`src/rtl/tmds_video_sequencer.sv`:
```
// 640x480@60 raster sequencer: generates timing, fetches pixels over req/resp,
// and emits DVI 8b/10b TMDS symbols (control tokens during blanking).
module tmds_video_sequencer #(
    parameter int   H_ACTIVE    = 640,
    parameter int   H_FP        = 16,
    parameter int   H_SYNC      = 96,
    parameter int   H_BP        = 48,
    parameter int   V_ACTIVE    = 480,
    parameter int   V_FP        = 10,
    parameter int   V_SYNC      = 2,
    parameter int   V_BP        = 33,
    parameter logic SYNC_ACTIVE = 1'b0
) (
    input  logic        pixclk,
    input  logic        rst_n,
    input  logic        enable,
    input  logic        tmds_locked,
    output logic        pix_req,
    output logic [9:0]  pix_x,
    output logic [9:0]  pix_y,
    input  logic [23:0] pix_rgb,
    output logic        frame_start,
    output logic        running,
    output logic [9:0]  TMDS_red,
    output logic [9:0]  TMDS_green,
    output logic [9:0]  TMDS_blue
);

    // state | meaning
    // OFF   | raster held at (0,0), outputs idle token, disparity cleared
    // RUN   | raster advancing, pipeline fetching and encoding
    typedef enum logic {OFF = 1'b0, RUN = 1'b1} state_t;

    localparam logic [9:0] H_LAST   = 10'(H_ACTIVE + H_FP + H_SYNC + H_BP - 1);
    localparam logic [9:0] V_LAST   = 10'(V_ACTIVE + V_FP + V_SYNC + V_BP - 1);
    localparam logic [9:0] H_ACT    = 10'(H_ACTIVE);
    localparam logic [9:0] V_ACT    = 10'(V_ACTIVE);
    localparam logic [9:0] HS_START = 10'(H_ACTIVE + H_FP);
    localparam logic [9:0] HS_END   = 10'(H_ACTIVE + H_FP + H_SYNC);
    localparam logic [9:0] VS_START = 10'(V_ACTIVE + V_FP);
    localparam logic [9:0] VS_END   = 10'(V_ACTIVE + V_FP + V_SYNC);
    localparam logic [9:0] TOK_00   = 10'b1101010100;

    state_t      state, state_nxt;
    logic [9:0]  h, v;
    logic        run_now, last_pos, active0, hs0, vs0;
    logic        de1, de2, de3;
    logic [1:0]  c1, c2, c3;
    logic [23:0] rgb_q;
    logic signed [4:0] cnt_r, cnt_g, cnt_b;
    logic [14:0] enc_r, enc_g, enc_b;

    function automatic logic [9:0] ctrl_token(input logic [1:0] c);
        case (c)
            2'b00:   return 10'b1101010100;
            2'b01:   return 10'b0010101011;
            2'b10:   return 10'b0101010100;
            default: return 10'b1010101011;
        endcase
    endfunction

    // Returns {next running disparity, 10-bit symbol}.
    function automatic logic [14:0] tmds_encode(input logic [7:0] d, input logic signed [4:0] cnt);
        logic [3:0] n1d, n1q;
        logic [8:0] qm;
        logic       use_xnor;
        logic signed [5:0] diff, c6, r6;
        logic [9:0] q;
        n1d = 4'd0;
        for (int i = 0; i < 8; i++) n1d = n1d + {3'd0, d[i]};
        use_xnor = (n1d > 4'd4) || ((n1d == 4'd4) && !d[0]);
        qm[0] = d[0];
        for (int i = 1; i < 8; i++) qm[i] = use_xnor ? ~(qm[i-1] ^ d[i]) : (qm[i-1] ^ d[i]);
        qm[8] = ~use_xnor;
        n1q = 4'd0;
        for (int i = 0; i < 8; i++) n1q = n1q + {3'd0, qm[i]};
        diff = $signed({1'b0, n1q, 1'b0}) - 6'sd8;
        c6   = {cnt[4], cnt};
        if (cnt == 5'sd0 || diff == 6'sd0) begin
            q  = {~qm[8], qm[8], qm[8] ? qm[7:0] : ~qm[7:0]};
            r6 = qm[8] ? c6 + diff : c6 - diff;
        end else if ((!cnt[4] && diff > 6'sd0) || (cnt[4] && diff < 6'sd0)) begin
            q  = {1'b1, qm[8], ~qm[7:0]};
            r6 = c6 + (qm[8] ? 6'sd2 : 6'sd0) - diff;
        end else begin
            q  = {1'b0, qm[8], qm[7:0]};
            r6 = c6 - (qm[8] ? 6'sd0 : 6'sd2) + diff;
        end
        return {r6[4:0], q};
    endfunction

    assign run_now  = (state == RUN) && tmds_locked;
    assign last_pos = (h == H_LAST) && (v == V_LAST);
    assign running  = (state == RUN);

    always_ff @(posedge pixclk or negedge rst_n) begin
        if (!rst_n) state <= OFF;
        else        state <= state_nxt;
    end

    always_comb begin
        state_nxt = state;
        case (state)
            OFF:     if (enable && tmds_locked) state_nxt = RUN;
            RUN:     if (!tmds_locked || (last_pos && !enable)) state_nxt = OFF;
            default: state_nxt = OFF;
        endcase
    end

    always_ff @(posedge pixclk or negedge rst_n) begin
        if (!rst_n) begin
            h <= '0;
            v <= '0;
        end else if (!run_now) begin
            h <= '0;
            v <= '0;
        end else if (h == H_LAST) begin
            h <= '0;
            v <= (v == V_LAST) ? 10'd0 : v + 10'd1;
        end else begin
            h <= h + 10'd1;
        end
    end

    assign active0 = (h < H_ACT) && (v < V_ACT);
    assign hs0     = (h >= HS_START && h < HS_END) ? SYNC_ACTIVE : ~SYNC_ACTIVE;
    assign vs0     = (v >= VS_START && v < VS_END) ? SYNC_ACTIVE : ~SYNC_ACTIVE;

    // Every stage clears whenever the raster is not running, so a lock drop
    // or stop flushes straight to the idle token.
    always_ff @(posedge pixclk or negedge rst_n) begin
        if (!rst_n) begin
            pix_req <= 1'b0; pix_x <= '0; pix_y <= '0; frame_start <= 1'b0;
            de1 <= 1'b0; de2 <= 1'b0; de3 <= 1'b0;
            c1 <= 2'b00; c2 <= 2'b00; c3 <= 2'b00;
            rgb_q <= '0;
        end else if (!run_now) begin
            pix_req <= 1'b0; pix_x <= '0; pix_y <= '0; frame_start <= 1'b0;
            de1 <= 1'b0; de2 <= 1'b0; de3 <= 1'b0;
            c1 <= 2'b00; c2 <= 2'b00; c3 <= 2'b00;
            rgb_q <= '0;
        end else begin
            pix_req     <= active0;
            pix_x       <= h;
            pix_y       <= v;
            frame_start <= (h == 10'd0) && (v == 10'd0);
            de1 <= active0; c1 <= {vs0, hs0};
            de2 <= de1;     c2 <= c1;
            de3 <= de2;     c3 <= c2;
            rgb_q <= pix_rgb;
        end
    end

    always_comb begin
        enc_r = tmds_encode(rgb_q[23:16], cnt_r);
        enc_g = tmds_encode(rgb_q[15:8],  cnt_g);
        enc_b = tmds_encode(rgb_q[7:0],   cnt_b);
    end

    always_ff @(posedge pixclk or negedge rst_n) begin
        if (!rst_n) begin
            TMDS_red <= TOK_00; TMDS_green <= TOK_00; TMDS_blue <= TOK_00;
            cnt_r <= '0; cnt_g <= '0; cnt_b <= '0;
        end else if (!run_now) begin
            TMDS_red <= TOK_00; TMDS_green <= TOK_00; TMDS_blue <= TOK_00;
            cnt_r <= '0; cnt_g <= '0; cnt_b <= '0;
        end else if (de3) begin
            TMDS_red   <= enc_r[9:0];
            TMDS_green <= enc_g[9:0];
            TMDS_blue  <= enc_b[9:0];
            cnt_r <= $signed(enc_r[14:10]);
            cnt_g <= $signed(enc_g[14:10]);
            cnt_b <= $signed(enc_b[14:10]);
        end else begin
            TMDS_red   <= TOK_00;
            TMDS_green <= TOK_00;
            TMDS_blue  <= ctrl_token(c3);
            cnt_r <= '0; cnt_g <= '0; cnt_b <= '0;
        end
    end

endmodule

```
`config.mk`:
```
export PLATFORM = sky130hd
export DESIGN_NAME = tmds_video_sequencer
export DESIGN_NICKNAME = d
export VERILOG_FILES = /design/src/rtl/tmds_video_sequencer.sv
export SDC_FILE = /design/constraint.sdc
export NUM_CORES = 1
export LEC_CHECK = 0
export CAP_MARGIN = 20
export CORE_UTILIZATION = 40
export CTS_CLUSTER_DIAMETER = 50
export DETAILED_ROUTE_END_ITERATION = 8
export PLACE_DENSITY = 0.69
export SLEW_MARGIN = 20
export SYNTH_ARGS = -nofsm -noshare
export SYNTH_HDL_FRONTEND = slang
export SYNTH_SLANG_ARGS = --single-unit
```
`constraint.sdc`:
```
create_clock -name pixclk -period 22.3 [get_ports pixclk]
set_input_delay 2.23 -clock pixclk [delete_from_list [all_inputs] [get_ports pixclk]]
set_output_delay 2.23 -clock pixclk [all_outputs]
set_load 0.05 [all_outputs]
```
==> run metrics, run 1 <==
outcome complete, no violations; WHS Endpoint c2[0]; leading post-synthesis cells by cell area dfrtp_1 (32%), ha_1 (11%), fa_1 (10%); post-CTS sizing 0; setup_tns 0 ns; Critical Path RT 22.61 ns; clock root buffer clkbuf_16; DR vias/cell 4.89; RSZ-0062 raised after global routing no; Congestion Overflow GR 0; Post-DP Area 9010 um2; maximum vdd drop 0.0875 mV; Residual DRC 0; slowest CP cell fa_1; Syn Inst Count 762; Final WS setup 13.96 ns; commonest non-fill, non-tap cell in the layout inv_1; Final Critical Period 8.34 ns; Hold Crit Class reg -> reg; number of buffers added on ports 80; leak pwr 4.64 nW; Setup violations, final 0; chip height 143 um; Final Util 49.5%; Worst path max stage delay 0.59 ns; Cell variety after synth 66; sequential share of the synthesized area 37.1%; slew at the pin closest to its max-slew limit 0.881 ns; r2r worst-path depth 31; final hold violations 0; power density cells 143 nW/um2; Post-Syn Area 7950 um2; FF-to-FF End cnt_r[4]; dpl ws 13.86 ns; Fmax 0.120 GHz; Clock Tree Buf Depth 2; Post-synth ARST share 100%; CP Max Fanout 10; CTS tree yes; CP Class reg -> reg; Clock Latency Late Sink 0.42 ns; Worst setup EP type flop; Power, Total 1.37 mW; TritonCTS Sinks 117; Initial DRT Pass Iterations 4; Worst Hold Depth 1; total number of vias 5490; Storage cell area 2950 um2; largest net degree at the start of global routing 73; core area 19500 um2; n_diodes 0; fin crit share 37.4%; CP Launch Type flop; crit path DAT 8.65 ns; Synth Warn # 0; dominant cell type by area after synthesis dfrtp_1; area of the multi-input gates 4520 um2; IO Pins 81; Worst path top cell family by delay adder cells; antenna violations before repair 0; Layout Skew 0.00638 ns; #FFs+latches synth 117; most frequent cells in the layout inv_1 (104), dfrtp_1 (102), clkdlybuf4s50_1 (79); share of layout cells above drive strength 1 9.22%; CP Buf/Inv Count 9; Syn Nets 901; Placer Congestion 0.817; Initial Util 40.8%; Hold Crit Start c1[0]; Max Cap Viol 0; post-CTS setup buffers 0; # fillers 1757; mean post-synth cell area 10.4 um2; Synth Flop Type dfrtp_1; CTS buffer count 17; Final Cell Area 9630 um2; drt initial violations 222; Synth top area share 32.1%; first-pass GRT wire length 27500 um; clk slew on worst S/H paths 0.06 ns; relative slew slack 41.1%; Syn-to-layout area delta 21.1%; fin. max-slew vios 0; final antenna-violating net count 0; Final HPWL DP 12100 um; number of enable flip-flop cells after synthesis 0; Post-CTS Hold Buffers 0; Crit Reg-Reg Startpoint rgb_q[16]; die area 20400 um2; H-tree depth 4; # nets final 983; Die W 143 um; wire per inst 14.4 um; total track usage 17.4%; Reg2Reg Setup Slack 13.96 ns; number of global-route vias before repair 5590; DRT Wirelength 16100 um; Row Count 51; CP startpoint rgb_q[16]
==> logic make-up (layout without fill, tap and decap cells) <==
logic type,Yosys count,in the layout,synth area share (%)
buffers and inverters,129,224,6.34
and+or+nand+nor,201,201,13.2
xor gates and xnor gates,103,103,13.1
AOI/OAI and AO/OA,97,97,8.31
DFF,117,117,37.1
adders and majority gates,111,111,21.3
muxes,4,4,0.693
==> cells in the mapped netlist (5+ instances only) <==
master,count
a211oi_1,12
a21o_1,14
a21oi_1,21
a31oi_1,5
and3_1,53
clkbuf_1,16
dfrtp_1,102
dfstp_2,15
fa_1,41
ha_1,70
inv_1,104
inv_2,5
nand2_1,44
nand3_1,11
nand4_1,5
nor2_1,48
nor2b_1,5
nor3_1,5
nor4_1,7
o21ai_0,10
o21ai_1,7
xnor2_1,55
xnor2_2,7
xor2_1,35
==> per-layer routing <==
| metal | part of all wire, % | vias up | GRT usage [%] | wire [um] |
|---|---|---|---|---|
| met2 | 47 | 104 | 27.9 | 7570 |
| li1 | - | 2668 | - | - |
| met4 | 1.3 | 0 | 4.75 | 204 |
| met5 | 0 | - | 0 | 0 |
| met3 | 4.1 | 20 | 4.06 | 655 |
| met1 | 48 | 2698 | 23.4 | 7700 |
==> report_power, final <==
group	switching (mW)	leakage, nW	internal [mW]
Clock	0.108	0.287	0.170
Combinational	0.469	2.78	0.409
Sequential	0.00262	1.57	0.216
Total	0.579	4.64	0.795
==> how the worst max path moves through the flow <==
stage / to / slack (ns) / cells past startpoint
floorplan: cnt_r[4] / 14.41 / 30
global placement: cnt_r[4] / 14.10 / 30
detailed placement: cnt_r[4] / 13.86 / 31
CTS: cnt_r[4] / 13.89 / 30
global route: cnt_r[4] / 13.49 / 30
finish: cnt_r[4] / 13.96 / 31
==> cell type report <==
type / instances / area share [%]
multi-input combinational: 516 / 46.9
inverter: 109 / 4.25
timing repair buffer: 83 / 8.53
clock buffer: 18 / 4.56
clock inverter: 14 / 1.70
sequential: 117 / 30.6
tap: 265 / 3.44
==> per-stage QoR <==
stage | std cells | hold slack, ns
2_1_floorplan | 762 | 0.466
3_3_place_gp | 1090 | 0.473
4_1_cts | 1122 | 0.487
6_report | 1122 | 0.482
5_1_grt | 1122 | 0.509
3_5_place_dp | 1090 | 0.476
==> sequential cells by signal (all words and copies together) (netlist names) <==
signal,cells
rgb_q,24
TMDS_blue,10
TMDS_green,10
TMDS_red,10
h,10
pix_x,10
pix_y,10
v,10
cnt_b,4
cnt_g,4
cnt_r,4
c1,2
c2,2
c3,2
de1,1
de2,1
de3,1
frame_start,1
running,1
(Power assumes the default switching activity.)
==> run 2, diff against run 1 <==
clock period = 8.2 ns   (was 22.3 ns; I/O delays follow)
==> run metrics, run 2 (synthesis gave the netlist of run 1 again) <==
outcome complete, no violations; relative slew slack 37.8% (-3.3 points); max reg flops 24 (unchanged); Syn-to-layout area delta 23.4%; Worst path most repeated cell fa_1; commonest non-fill, non-tap cell in the layout inv_1; fin crit share 97.0% (+60 points); wire per inst 14.8 um (+2.8%); # fillers 1733 (-1.4%); Max Cap Viol 0 (unchanged); die area 20400 um2 (unchanged); Fmax 0.126 GHz (+4.9%); dpl ws -0.0857 ns (-13.95 ns); Placer Congestion 0.836 (+2.3%); setup_tns 0 ns (unchanged); clock root buffer clkbuf_16; number of buffers added on ports 80 (unchanged); Worst setup EP type flop; Clock Tree Buf Depth 2 (unchanged); drt initial violations 274 (+23%); Post-CTS Hold Buffers 0 (unchanged); first-pass GRT wire length 28000 um (+1.8%); Congestion Overflow GR 0 (unchanged); final hold violations 0 (unchanged); slowest CP cell fa_1; largest register by flop count rgb_q; Storage cell area 2950 um2 (unchanged); CP Launch Type flop; total number of vias 5541 (+0.93%); power density cells 400 nW/um2 (+180%); CTS tree yes; maximum vdd drop 0.204 mV (+130%); Die W 143 um (unchanged); Hold Crit Class in -> async; Residual DRC 0 (unchanged); H-tree depth 4 (unchanged); RSZ-0062 raised after global routing yes; Layout Skew 0.0117 ns (+0.00528 ns); chip height 143 um (unchanged); number of global-route vias before repair 5732 (+2.5%); Row Count 51 (unchanged); Final WS setup 0.248 ns (-13.71 ns); Critical Path RT 8.44 ns (-14.17 ns); CP Class reg -> reg; antenna violations before repair 0 (unchanged); DR vias/cell 4.89 (about the same); share of layout cells above drive strength 1 11.2% (+2.0 points); DRT Wirelength 16700 um (+3.7%); Initial Util 40.8% (unchanged); TritonCTS Sinks 117 (unchanged); Final Critical Period 7.95 ns (-0.386 ns); largest net degree at the start of global routing 75 (+2.7%); Final HPWL DP 12200 um (+0.93%); final antenna-violating net count 0 (unchanged); Setup violations, final 0 (unchanged); clk slew on worst S/H paths 0.06 ns (about the same); most frequent cells in the layout inv_1 (103), dfrtp_1 (102), clkdlybuf4s50_1 (79); leak pwr 4.73 nW (+2.1%); CTS buffer count 17 (unchanged); IO Pins 81 (unchanged); area of the multi-input gates 4560 um2 (+0.91%); CP Max Fanout 6 (-4); fin. max-slew vios 0 (unchanged); n_diodes 0 (unchanged); # nets final 996 (+1.3%); total track usage 17.6% (+0.22 points); slew at the pin closest to its max-slew limit 0.931 ns (+0.0493 ns); Initial DRT Pass Iterations 4 (unchanged); crit path DAT 8.20 ns (-0.45 ns); Clock Latency Late Sink 0.41 ns (about the same); core area 19500 um2 (unchanged); Worst path max stage delay 0.56 ns (-0.03 ns)
==> run 2: cell count changes in the layout (fill, tap and decap cells not counted), sizes merged <==
cell	change
bufinv	+3
inv	-6
clkinvlp	-3
clkbuf	+3
buf	+13
==> run 2: repair_timing <==
action / in CTS / in global routing
pin swaps: 0 / 4
gates resized for setup: 2 / 10
setup endpoints to repair: 1 / 3
setup buffers: 0 / 2
==> run 2: critical path: cells and delay by family, from the launching register on <==
family	cells	cell delay, ns
flops	1	0.39
buf+inv	8	0.50
xor+xnor	1	0.15
compound gates	5	0.99
simple gates	4	0.87
fa+ha+maj	12	4.88
==> run 2: final timing paths <==
| check | start | to | slack (ns) | cells after the start |
|---|---|---|---|---|
| max | rgb_q[16] | cnt_r[4] | 0.25 | 30 |
| min | rst_n | pix_x[5] | 0.39 | 1 |
| max reg2reg | rgb_q[16] | cnt_r[4] | 0.25 | 30 |
| min reg2reg | c1[1] | c2[1] | 0.48 | 1 |
| max in group asynchronous | rst_n | TMDS_blue[3] | 6.47 | 2 |
| min in group pixclk | c1[1] | c2[1] | 0.48 | 1 |
==> run 2: cell type report <==
type,count,share of cell area (%)
clock buffers,21,4.80
inverters,109,4.17
flip-flops and latches,117,30.0
repair buffers,96,9.37
multi-input cells,516,46.5
well taps,265,3.38
clock inverters,8,1.76
==> run 2: layer usage <==
metal	global-route usage (%)	vias to the layer above	wire (um)
li1	-	2704	-
met1	24.0	2711	8060
met2	28.4	119	7960
met3	3.12	7	628
met4	5.60	0	90
met5	0	-	0
==> run 2: stage by stage <==
step | area (um2) | instances | util [%] | total power, mW | hold WS, ns
after global placement | 9090 | 1101 | 46.7 | 2.95 | 0.474
final | 9810 | 1132 | 50.4 | 3.92 | 0.389
after CTS | 9750 | 1130 | 50.1 | 3.90 | 0.404
after floorplan | 7950 | 762 | - | 2.53 | 0.466
after detailed placement | 9090 | 1101 | 46.7 | 3.03 | 0.473
after global routing | 9810 | 1132 | 50.4 | 4.29 | 0.425
==> run 2: report_power, final <==
group / internal (mW) / total (mW) / switching (mW)
Clock: 0.559 / 0.819 / 0.260
Combinational: 1.17 / 2.50 / 1.33
Sequential: 0.587 / 0.595 / 0.00821
Total: 2.32 / 3.92 / 1.60
==> run 3, diff against run 2 <==
SKIP_LAST_GASP = 1   (was default)
==> run metrics, run 3 (synthesis gave the netlist of run 1 again) <==
critical path depth 30 (unchanged); CP Buf/Inv Count 8 (unchanged); chip height 143 um (unchanged); die area 20400 um2 (unchanged); largest register by flop count rgb_q; final antenna-violating net count 0 (unchanged); total number of vias 5529 (-0.22%); internal power 2.32 mW (about the same); Clock Power Share 20.9% (about the same); CP Class reg -> reg; Crit Reg-Reg Startpoint rgb_q[16]; Initial Util 40.8% (unchanged); Cells after DPL 1101 (unchanged); Layout Skew 0.0119 ns (+0.000287 ns); # fillers 1736 (+0.17%); antenna violations before repair 0 (unchanged); last element of the critical path cnt_r[4]; Row Count 51 (unchanged); Worst path top cell family by delay adder cells; # nets final 996 (unchanged); Final Critical Period 7.96 ns (+0.00816 ns); CTS tree yes; drt initial violations 259 (-5.5%); share of layout cells above drive strength 1 11.1% (-0.12 points); Sw Pwr 1.60 mW (-0.14%); most frequent cells in the layout inv_1 (103), dfrtp_1 (102), clkdlybuf4s50_1 (79); final hold violations 0 (unchanged); CP Launch Type flop; largest net degree at the start of global routing 75 (unchanged); setup_tns 0 ns (unchanged); slew at the pin closest to its max-slew limit 0.930 ns (-0.000896 ns); crit path DAT 8.20 ns (about the same); Congestion Overflow GR 0 (unchanged); Syn-to-layout area delta 23.3% (about the same); commonest non-fill, non-tap cell in the layout inv_1; Final HPWL DP 12200 um (unchanged); total track usage 17.6% (unchanged); Worst path most repeated cell fa_1; TritonCTS Sinks 117 (unchanged); Critical Path RT 8.44 ns (about the same); relative slew slack 37.9% (+0.060 points); max reg flops 24 (unchanged); number of global-route vias before repair 5732 (unchanged); Combinational Power Share 63.9% (about the same); Die W 143 um (unchanged); Post-CTS Hold Buffers 0 (unchanged); core area 19500 um2 (unchanged); Setup violations, final 0 (unchanged); power density cells 400 nW/um2 (about the same); Fmax 0.126 GHz (-0.10%); wire per inst 14.7 um (-0.32%); Max Cap Viol 0 (unchanged); Worst path max stage delay 0.56 ns (about the same); DRT Wirelength 16700 um (-0.32%); Seq pwr share 15.2% (about the same); fin crit share 97.1% (+0.099 points); CTS buffer count 17 (unchanged); Worst setup EP type flop; leak pwr 4.73 nW (about the same); first-pass GRT wire length 28000 um (unchanged); fin. max-slew vios 0 (unchanged); CP Max Fanout 6 (unchanged); Clock Latency Late Sink 0.41 ns (about the same); number of buffers added on ports 80 (unchanged); clock root buffer clkbuf_16; Hold Crit Class in -> async; Placer Congestion 0.836 (unchanged); Residual DRC 0 (unchanged); Non-Filler Instances 1132 (unchanged); n_diodes 0 (unchanged); Initial DRT Pass Iterations 5 (+1); clk slew on worst S/H paths 0.06 ns (about the same); Reg2Reg Setup Slack 0.24 ns (about the same); FF-to-FF End cnt_r[4]; switch share 40.8% (about the same); DR vias/cell 4.88 (-0.22%); IO Pins 81 (unchanged); CP startpoint rgb_q[16]; r2r worst-path depth 30 (unchanged); RSZ-0062 raised after global routing yes; H-tree depth 4 (unchanged); outcome complete, no violations; Clock Tree Buf Depth 2 (unchanged); maximum vdd drop 0.203 mV (-0.19%); slowest CP cell fa_1
run 3: routing by layer:
| layer | track usage, % | up-vias | wire length [um] | share of wire (%) |
|---|---|---|---|---|
| met2 | 28.4 | 108 | 7940 | 48 |
| li1 | - | 2700 | - | - |
| met3 | 3.12 | 10 | 576 | 3.5 |
| met4 | 5.60 | 0 | 103 | 0.62 |
| met1 | 24.0 | 2711 | 8070 | 48 |
| met5 | 0 | - | 0 | 0 |
run 3: timing repair:
action,4_1_cts,5_1_grt
buffers inserted,0,2
endpoints found under the setup margin,1,3
pin swaps,0,4
resized for setup,2,9
run 3: final cells by class:
| class | instances | area (um2) | area share, % |
|---|---|---|---|
| Multi-Input combinational cell | 516 | 4550 | 46.4 |
| Clock buffer | 21 | 470 | 4.80 |
| Clock inverter | 8 | 173 | 1.76 |
| Tap cell | 265 | 332 | 3.38 |
| Inverter | 109 | 409 | 4.18 |
| Sequential cell | 117 | 2950 | 30.1 |
| Timing Repair Buffer | 96 | 918 | 9.37 |
run 3: worst min-delay path by stage:
stage | cells past startpoint | to | from | slack [ns]
final | 1 | pix_x[5] | rst_n | 0.39
after global routing | 1 | pix_x[5] | rst_n | 0.43
after CTS | 1 | pix_x[7] | rst_n | 0.40
after detailed placement | 1 | c2[1] | c1[1] | 0.47
after global placement | 1 | c2[1] | c1[1] | 0.47
after floorplan | 1 | c2[0] | c1[0] | 0.47
run 3: per-stage QoR:
step	power [mW]	area [um2]	util [%]	hold WS [ns]	setup WS, ns
finish	3.91	9800	50.3	0.391	0.240
global route	4.29	9800	50.3	0.425	-0.0924
CTS	3.90	9750	50.1	0.404	0.00620
detailed placement	3.03	9090	46.7	0.473	-0.0857
global placement	2.95	9090	46.7	0.474	0.205
floorplan	2.53	7950	-	0.466	0.309
run 3: worst register-to-register path: cells and delay by family (launching register included):
family,cells,cell delay [ns]
AO/OA/AOI/OAI,5,0.99
XOR/XNOR,1,0.15
adder cells (fa/ha/maj),12,4.89
buffers and inverters,8,0.50
flip-flops,1,0.38
AND/OR/NAND/NOR,4,0.87
run 3: power by group through the flow:
stage	clock network, mW	logic, mW	registers (mW)
CTS	0.834	2.47	0.595
detailed placement	0	2.43	0.605
global placement	0	2.35	0.605
global route	0.858	2.83	0.596
floorplan	0	1.93	0.608
finish	0.818	2.50	0.595
